[config.mk]
export PLATFORM = sky130hd
export DESIGN_NAME = branch_predictor_bht
export DESIGN_NICKNAME = d
export VERILOG_FILES = /design/src/rtl/branch_predictor_bht.sv
export SDC_FILE = /design/constraint.sdc
export NUM_CORES = 2
export LEC_CHECK = 0
export ABC_AREA = 1
export CELL_PAD_IN_SITES_DETAIL_PLACEMENT = 2
export CELL_PAD_IN_SITES_GLOBAL_PLACEMENT = 2
export CORE_UTILIZATION = 45
export CTS_CLUSTER_SIZE = 14
export DETAILED_ROUTE_END_ITERATION = 12
export GPL_TIMING_DRIVEN = 0
export HOLD_SLACK_MARGIN = 0.08
export PLACE_DENSITY_LB_ADDON = 0.2
export SLEW_MARGIN = 20
export SYNTH_ARGS = -nofsm -noshare
export SYNTH_HDL_FRONTEND = slang
export SYNTH_SLANG_ARGS = --single-unit
[constraint.sdc]
create_clock -name clock -period 4.7 [get_ports clock]
set_input_delay 0.47 -clock clock [delete_from_list [all_inputs] [get_ports clock]]
set_output_delay 0.47 -clock clock [all_outputs]
set_load 0.005 [all_outputs]
[src/rtl/branch_predictor_bht.sv]
// branch_predictor_bht: BTB plus 2-bit saturating counter table, bimodal or gshare indexed.
// Lookup is combinational from registered state (zero latency); training takes effect next cycle.
// Backpressure: none on lookup/update; stall only freezes speculative global-history updates.
//
// Ports:
//   clock, reset           rising-edge clock, synchronous active-high reset
//   stall                  freezes speculative GHR shift on lookup
//   lookup_valid/_pc       IF-stage fetch PC
//   pred_hit/_taken/_target/_ghr   prediction and the history snapshot used to make it
//   update_*               resolved control-flow instruction from EX/MEM
//   stat_branches/_mispredicts     saturating event counters
module branch_predictor_bht #(
  parameter int XLEN     = 32,
  parameter int ENTRIES  = 64,
  parameter int TAG_BITS = 8,
  parameter int GHR_BITS = 6,
  parameter int MODE     = 0,
  parameter int CNT_BITS = 16
) (
  input  logic                clock,
  input  logic                reset,
  input  logic                stall,
  input  logic                lookup_valid,
  input  logic [XLEN-1:0]     lookup_pc,
  output logic                pred_hit,
  output logic                pred_taken,
  output logic [XLEN-1:0]     pred_target,
  output logic [GHR_BITS-1:0] pred_ghr,
  input  logic                update_valid,
  input  logic [XLEN-1:0]     update_pc,
  input  logic                update_is_cond,
  input  logic                update_taken,
  input  logic [XLEN-1:0]     update_target,
  input  logic                update_mispredict,
  input  logic [GHR_BITS-1:0] update_ghr,
  output logic [CNT_BITS-1:0] stat_branches,
  output logic [CNT_BITS-1:0] stat_mispredicts
);

  localparam int IDX = $clog2(ENTRIES);
  localparam int TLO = IDX + 2;

  logic                valid_q   [ENTRIES];
  logic                is_cond_q [ENTRIES];
  logic [TAG_BITS-1:0] tag_q     [ENTRIES];
  logic [XLEN-1:0]     target_q  [ENTRIES];
  logic [1:0]          ctr_q     [ENTRIES];
  logic [GHR_BITS-1:0] ghr_q;

  logic [IDX-1:0]      l_bidx, l_cidx, u_bidx, u_cidx;
  logic [TAG_BITS-1:0] l_tag, u_tag;
  logic                l_hit;

  // Shift one outcome into a history vector, oldest bit falls off the top.
  function automatic logic [GHR_BITS-1:0] hist_shift(input logic [GHR_BITS-1:0] h, input logic b);
    logic [GHR_BITS:0] tmp;
    tmp = {h, b};
    return tmp[GHR_BITS-1:0];
  endfunction

  // Index/tag extraction; upper PC bits beyond the tag are intentionally ignored.
  logic unused_bits;
  assign unused_bits = ^{lookup_pc, update_pc};

  assign l_bidx = lookup_pc[IDX+1:2];
  assign l_tag  = lookup_pc[TLO+TAG_BITS-1:TLO];
  assign u_bidx = update_pc[IDX+1:2];
  assign u_tag  = update_pc[TLO+TAG_BITS-1:TLO];

  // gshare folds the (zero-extended) history into the counter index only; BTB stays PC-indexed.
  assign l_cidx = (MODE != 0) ? (l_bidx ^ IDX'(ghr_q))      : l_bidx;
  assign u_cidx = (MODE != 0) ? (u_bidx ^ IDX'(update_ghr)) : u_bidx;

  // Lookup: purely from registered state, so a same-cycle update is not visible yet.
  assign l_hit       = valid_q[l_bidx] && (tag_q[l_bidx] == l_tag);
  assign pred_hit    = lookup_valid && l_hit;
  assign pred_taken  = pred_hit && (is_cond_q[l_bidx] ? ctr_q[l_cidx][1] : 1'b1);
  assign pred_target = pred_taken ? target_q[l_bidx] : (lookup_pc + XLEN'(4));
  assign pred_ghr    = ghr_q;

  // Valid bits, counters, history and statistics: reset-initialised state.
  always_ff @(posedge clock) begin
    if (reset) begin
      for (int i = 0; i < ENTRIES; i++) begin
        valid_q[i] <= 1'b0;
        ctr_q[i]   <= 2'b01;
      end
      ghr_q            <= '0;
      stat_branches    <= '0;
      stat_mispredicts <= '0;
    end else begin
      if (update_valid) begin
        if (update_is_cond) begin
          if (update_taken && ctr_q[u_cidx] != 2'b11)
            ctr_q[u_cidx] <= ctr_q[u_cidx] + 2'b01;
          else if (!update_taken && ctr_q[u_cidx] != 2'b00)
            ctr_q[u_cidx] <= ctr_q[u_cidx] - 2'b01;
        end
        if (update_taken)
          valid_q[u_bidx] <= 1'b1;
        if (stat_branches != '1)
          stat_branches <= stat_branches + 1'b1;
        if (update_mispredict && stat_mispredicts != '1)
          stat_mispredicts <= stat_mispredicts + 1'b1;
      end

      // A misprediction repairs history from the resolving instruction's snapshot;
      // otherwise a conditional BTB hit speculatively shifts in its own prediction.
      if (MODE != 0) begin
        if (update_valid && update_mispredict)
          ghr_q <= update_is_cond ? hist_shift(update_ghr, update_taken) : update_ghr;
        else if (pred_hit && is_cond_q[l_bidx] && !stall)
          ghr_q <= hist_shift(ghr_q, pred_taken);
      end
    end
  end

  // Tag/target payload needs no reset: it is qualified by valid_q.
  always_ff @(posedge clock) begin
    if (!reset && update_valid && update_taken) begin
      tag_q[u_bidx]     <= u_tag;
      target_q[u_bidx]  <= update_target;
      is_cond_q[u_bidx] <= update_is_cond;
    end
  end

endmodule

==> PnR_summary.wiki, run 1 <==
{| class="wikitable"
! Metric !! Value
|-
| Outcome || did not finish
|-
| Fail Step || global routing (5_1_grt)
|-
| Log Error || [ERROR GRT-0232] Routing congestion too high. Check the congestion heatmap in the GUI.
|-
| Worst slack, placed || -2.974 ns
|-
| Number of clock sinks || 2848
|-
| Area of placed instances || 124700 um^2
|-
| Clock tree root buffer cell || clkbuf_16
|-
| Instance count of the mapped netlist || 8562
|-
| Number of buffers between clock root and the deepest sink || 4
|-
| Yosys synthesis warning count || 0
|-
| Largest net degree at the start of global routing || 65
|-
| Synth top area share || 0.7362
|-
| Distinct cells, synth || 54
|-
| Synth Register Bits || roughly 2800
|-
| Clock buffers created by TritonCTS || around 320
|-
| Placed cell count || about 12000
|-
| Row count || 182
|-
| Syn Std Cell Area || about 110000 um^2
|-
| Pin ending the worst setup path after global-route repair || pred_target[8]
|-
| Most used standard cell by instance count after synthesis || edfxtp_1
|-
| Post-synth EDFFs || around 2800
|-
| Weighted congestion reported at the end of routability-driven placement || about 0.95
|-
| Worst End Pin Type || output port
|-
| Primary FF master, synth || edfxtp_1
|-
| Antenna violations before repair || 177
|-
| Leading cell types by total area after synthesis || edfxtp_1, nand2_1, a22oi_1
|-
| Die width || between 500 and 600 um
|-
| H-tree depth || 5
|-
| Detailed placement HPWL || 454400 um
|-
| I/O Buffers || 148
|-
| Total congestion overflow || 32
|-
| Proportion of synthesized chip area in sequential cells || 0.7534
|-
| Avg Cell Area, Syn || about 13 um^2
|-
| Die Height || approximately 500 um
|-
| Ports placed on the boundary || around 180
|-
| Initial Utilization || 0.4547
|-
| Async SR Flop Fraction || 0
|-
| Global-route usage over all layers || 0.7999
|-
| Top cells by count, synth || edfxtp_1, nand2_1, a22oi_1
|-
| Cell type with the largest total area after synthesis || edfxtp_1
|}
[cells by family after synthesis]
family | count (synthesis) | share of synthesized area
compound gates | 1611 | 0.09593
xor+xnor | 31 | 0.002419
other cells | 1 | 0.00003341
flops | 2848 | 0.7534
fa+ha+maj | 3 | 0.0003345
buf+inv | 974 | 0.03632
simple gates | 3094 | 0.1116
[metal layers]
metal  track usage  overflow
met3        0.7114         0
met1        0.7923         0
met4        0.7701        15
met2        0.9146        17
met5        0.5489         0
[stage by stage]
| step | utilization | TNS, ns |
|---|---|---|
| after CTS | 0.5623 | -0.2565 |
| after detailed placement | 0.5050 | -180.59 |
| after global placement | 0.4776 | - |
| after floorplan | - | 0 |
[repair_timing]
item,in CTS
hold buffers,25
buffers inserted,21
endpoints found under the hold margin,401
gates cloned,1
resized for setup,1220
setup endpoints to repair,34
pin swaps,93
==> run 2: changes to the inputs <==
==> config.mk (replaced) <==
export PLATFORM = sky130hd
export DESIGN_NAME = branch_predictor_bht
export DESIGN_NICKNAME = d
export VERILOG_FILES = /design/src/rtl/branch_predictor_bht.sv
export SDC_FILE = /design/constraint.sdc
export NUM_CORES = 2
export LEC_CHECK = 0
export ABC_AREA = 1
export CORE_UTILIZATION = 35
export DETAILED_ROUTE_END_ITERATION = 12
export GPL_TIMING_DRIVEN = 0
export PLACE_DENSITY_LB_ADDON = 0.15
export SLEW_MARGIN = 20
export SYNTH_ARGS = -nofsm -noshare
export SYNTH_HDL_FRONTEND = slang
export SYNTH_SLANG_ARGS = --single-unit
==> PnR_summary.wiki, run 2 <==
{| class="wikitable"
! Metric !! Value
|-
| Standby leakage power || 47.37 nW
|-
| Global-route met1 utilization || 0.4279
|-
| Synth Register Bits || ~2800
|-
| Worst R2R End || ctr_q[37][1]$_SDFFCE_PN0P_
|-
| Flip-flop count of the largest register, all copies and words added || between 2000 and 2500
|-
| # fillers || 29080
|-
| Most used standard cell by instance count after synthesis || edfxtp_1
|-
| Critical R2R Launch || ctr_q[5][0]$_SDFFCE_PN1P_
|-
| Number of clock sinks || 2848
|-
| Number of global-route vias before repair || 75720
|-
| Clock buffers created by TritonCTS || 308
|-
| Final worst slack || -0.1776 ns
|-
| Global-route usage over all layers || 0.3242
|-
| Proportion of synthesized chip area in sequential cells || 0.7534
|-
| Worst-case hold path end point || target_q[31][4]$_DFFE_PP_
|-
| Flop-to-flop setup slack || 1.57 ns
|-
| Detailed placement HPWL || about 380000 um
|-
| Instance count of the mapped netlist || 8562
|-
| Async SR Flop Fraction || 0
|-
| Die Height || around 570 um
|-
| Period Utilization, post-route || 1.038
|-
| Die width || 568.3 um
|-
| Largest net degree at the start of global routing || 66
|-
| Commonest non-fill, non-tap cell in the layout || edfxtp_1
|-
| Wire length per cell after detailed routing || 39.02 um
|-
| I/O Buffers || roughly 150
|-
| Global-route wire length before repair || 700100 um
|-
| Worst slew pin tran || about 1.3 ns
|-
| Initial Utilization || 0.3523
|-
| Accumulated negative setup slack || -1.645 ns
|-
| Outcome || finished with violations
|-
| Failing checks || setup timing
|-
| Setup Viol. Count Final || 23
|-
| Clock tree root buffer cell || clkbuf_16
|-
| Avg Cell Area, Syn || approximately 13 um^2
|-
| Number of max-slew violations in the final report || 0
|-
| Synth top area share || 0.7362
|-
| Detailed-router iteration count before antenna repair || 9
|-
| Total power of the final layout || 56.19 mW
|-
| Type of the setup path with the least slack || in -> out
|-
| Number of remaining DRC errors || 0
|-
| Core Util, Final || 0.4339
|-
| Met2 Track Usage GR || 0.4856
|-
| Required time at the endpoint of the critical path || 4.23 ns
|-
| Number of DRC markers after the initial detailed-route iteration || 14550
|-
| Number of vias per cell after detailed routing || 6.010
|-
| Total congestion overflow || 0
|-
| Hold slack final || 0.04318 ns
|-
| Critical path fanouts, max || 10
|-
| Busiest grt layer || met2
|-
| H-tree depth || 5
|-
| Distinct cells, synth || 54
|-
| Top cells by count, synth || edfxtp_1, nand2_1, a22oi_1
|-
| Routed Antenna Nets || 0
|-
| Slew HR || 0.1423
|-
| Cell type with the largest total area after synthesis || edfxtp_1
|-
| Ports placed on the boundary || 182
|-
| VDD IR-drop max || about 0.32 mV
|-
| Area of placed instances || 125500 um^2
|-
| Worst-Skew Late Latency || 0.89 ns
|-
| Sort of element at the start of the critical path || input pin
|-
| Worst slack, placed || -3.185 ns
|-
| Commonest non-fill, non-tap cells in the layout || edfxtp_1, nand2_1, a22oi_1
|-
| # nets final || 9433
|-
| Hold path start || update_target[4]
|-
| Arrival time of the worst setup path || 4.41 ns
|-
| Placed cell count || 13160
|-
| Register name with the most flops || target_q
|-
| Vias after detailed routing || 82610
|-
| Wire length reported by the detailed router || 536300 um
|-
| Area grow syn2layout || 23.14%
|-
| Fmax || 205.0 MHz
|-
| Post-synth EDFFs || 2752
|-
| Met3 layer usage reported by global route || 0.08381
|-
| Leading cell types by total area after synthesis || edfxtp_1, nand2_1, a22oi_1
|-
| Row count || 207
|-
| Number of max-cap violations || 0
|-
| Proportion of layout cells with a drive suffix above 1 || 0.1552
|-
| Endpoint class of the critical path || output pin
|-
| Area of the die || 323000 um^2
|-
| Core Footprint || 318600 um^2
|-
| Primary FF master, synth || edfxtp_1
|-
| Number of buffers between clock root and the deepest sink || 4
|-
| Antenna violations before repair || 25
|-
| Weighted congestion reported at the end of routability-driven placement || just over 0.9
|-
| Number of cells on the worst hold path || 1
|-
| Depth of the worst register-to-register path || 11
|-
| Syn Std Cell Area || 112200 um^2
|-
| CTS clk-pin slew, worst paths || ~0.060 ns
|-
| Fin cells || 13750
|-
| Min cycle time layout || 4.878 ns
|-
| Skew final || 0.03585 ns
|-
| Hold Vio Cnt, Final || 0
|-
| Yosys synthesis warning count || 0
|-
| Worst min-delay path class || in -> reg
|-
| Final cell area excluding filler cells || 138200 um^2
|-
| Registers with the highest flip-flop counts || target_q x2048, tag_q x512, ctr_q x128
|-
| Pwr Density || 406.5 nW/um^2
|-
| Unrepaired setup endpoints after global routing || true
|-
| Clock tree from TritonCTS || built
|}
[run 2: cell counts after synthesis]
Identical to the previous run, type by type.
[run 2: critical path, stage by stage]
cell             delay (ns)
buf_4                  0.29
inv_1                  0.20
clkbuf_4               0.31
nor2_4                 0.17
buf_12                 0.14
clkinv_2               0.24
clkbuf_2               0.48
o21ai_1                0.69
o31ai_2                0.21
a21oi_2                0.38
nand3_2                0.14
nand2_1                0.11
clkdlybuf4s50_1        0.50
[run 2: worst max-delay path by stage]
stage                            start  slack, ns                   endpoint
after floorplan           update_pc[2]       1.23    is_cond_q[20]$_DFFE_PP_
after global placement    update_pc[4]      -6.15  target_q[60][2]$_DFFE_PP_
after detailed placement  lookup_pc[2]      -3.19            pred_target[20]
after CTS                 lookup_pc[2]      -0.03            pred_target[11]
after global routing      lookup_pc[7]      -0.06            pred_target[30]
final                     lookup_pc[4]      -0.18            pred_target[22]
[run 2: final cells by class]
type	count	area [um^2]	area share
antenna	8	20.02	0.0001448
buffer	513	4075	0.02948
clock buffer	392	8190	0.05926
clock inverter	156	1348	0.009749
inverter	458	1727	0.01249
multi-input combinational	4745	25330	0.1833
sequential	2848	84560	0.6118
tap	4180	5230	0.03784
timing repair buffer	446	7737	0.05598
[run 2: kinds of logic after synthesis]
family / count (synthesis) / share of synthesized area
buffers and inverters: 974 / 0.03632
AO/OA/AOI/OAI: 1611 / 0.09593
AND/OR/NAND/NOR: 3094 / 0.1116
flip-flops: 2848 / 0.7534
XOR/XNOR: 31 / 0.002419
other: 1 / 0.00003341
adder cells (fa/ha/maj): 3 / 0.0003345
[run 2: layer usage]
layer,share of wire,wire [um]
met1,0.37,200400
met2,0.43,233000
met3,0.12,66630
met4,0.067,36100
met5,0.00032,174
[run 2: timing repair]
item	4_1_cts	5_1_grt
buffers inserted	13	0
gates resized for setup	810	135
hold buffers	16	0
endpoints found under the setup margin	34	32
pin swaps	43	23
gates cloned	1	0
endpoints found under the hold margin	200	0
[run 2: report_power, final]
group	switching, mW	internal [mW]
Combinational	3.38	1.06
Clock	10.4	13.4
Sequential	0.0288	27.9
Total	13.8	42.4
No activity file was read; power rests on OpenSTA's default activity.
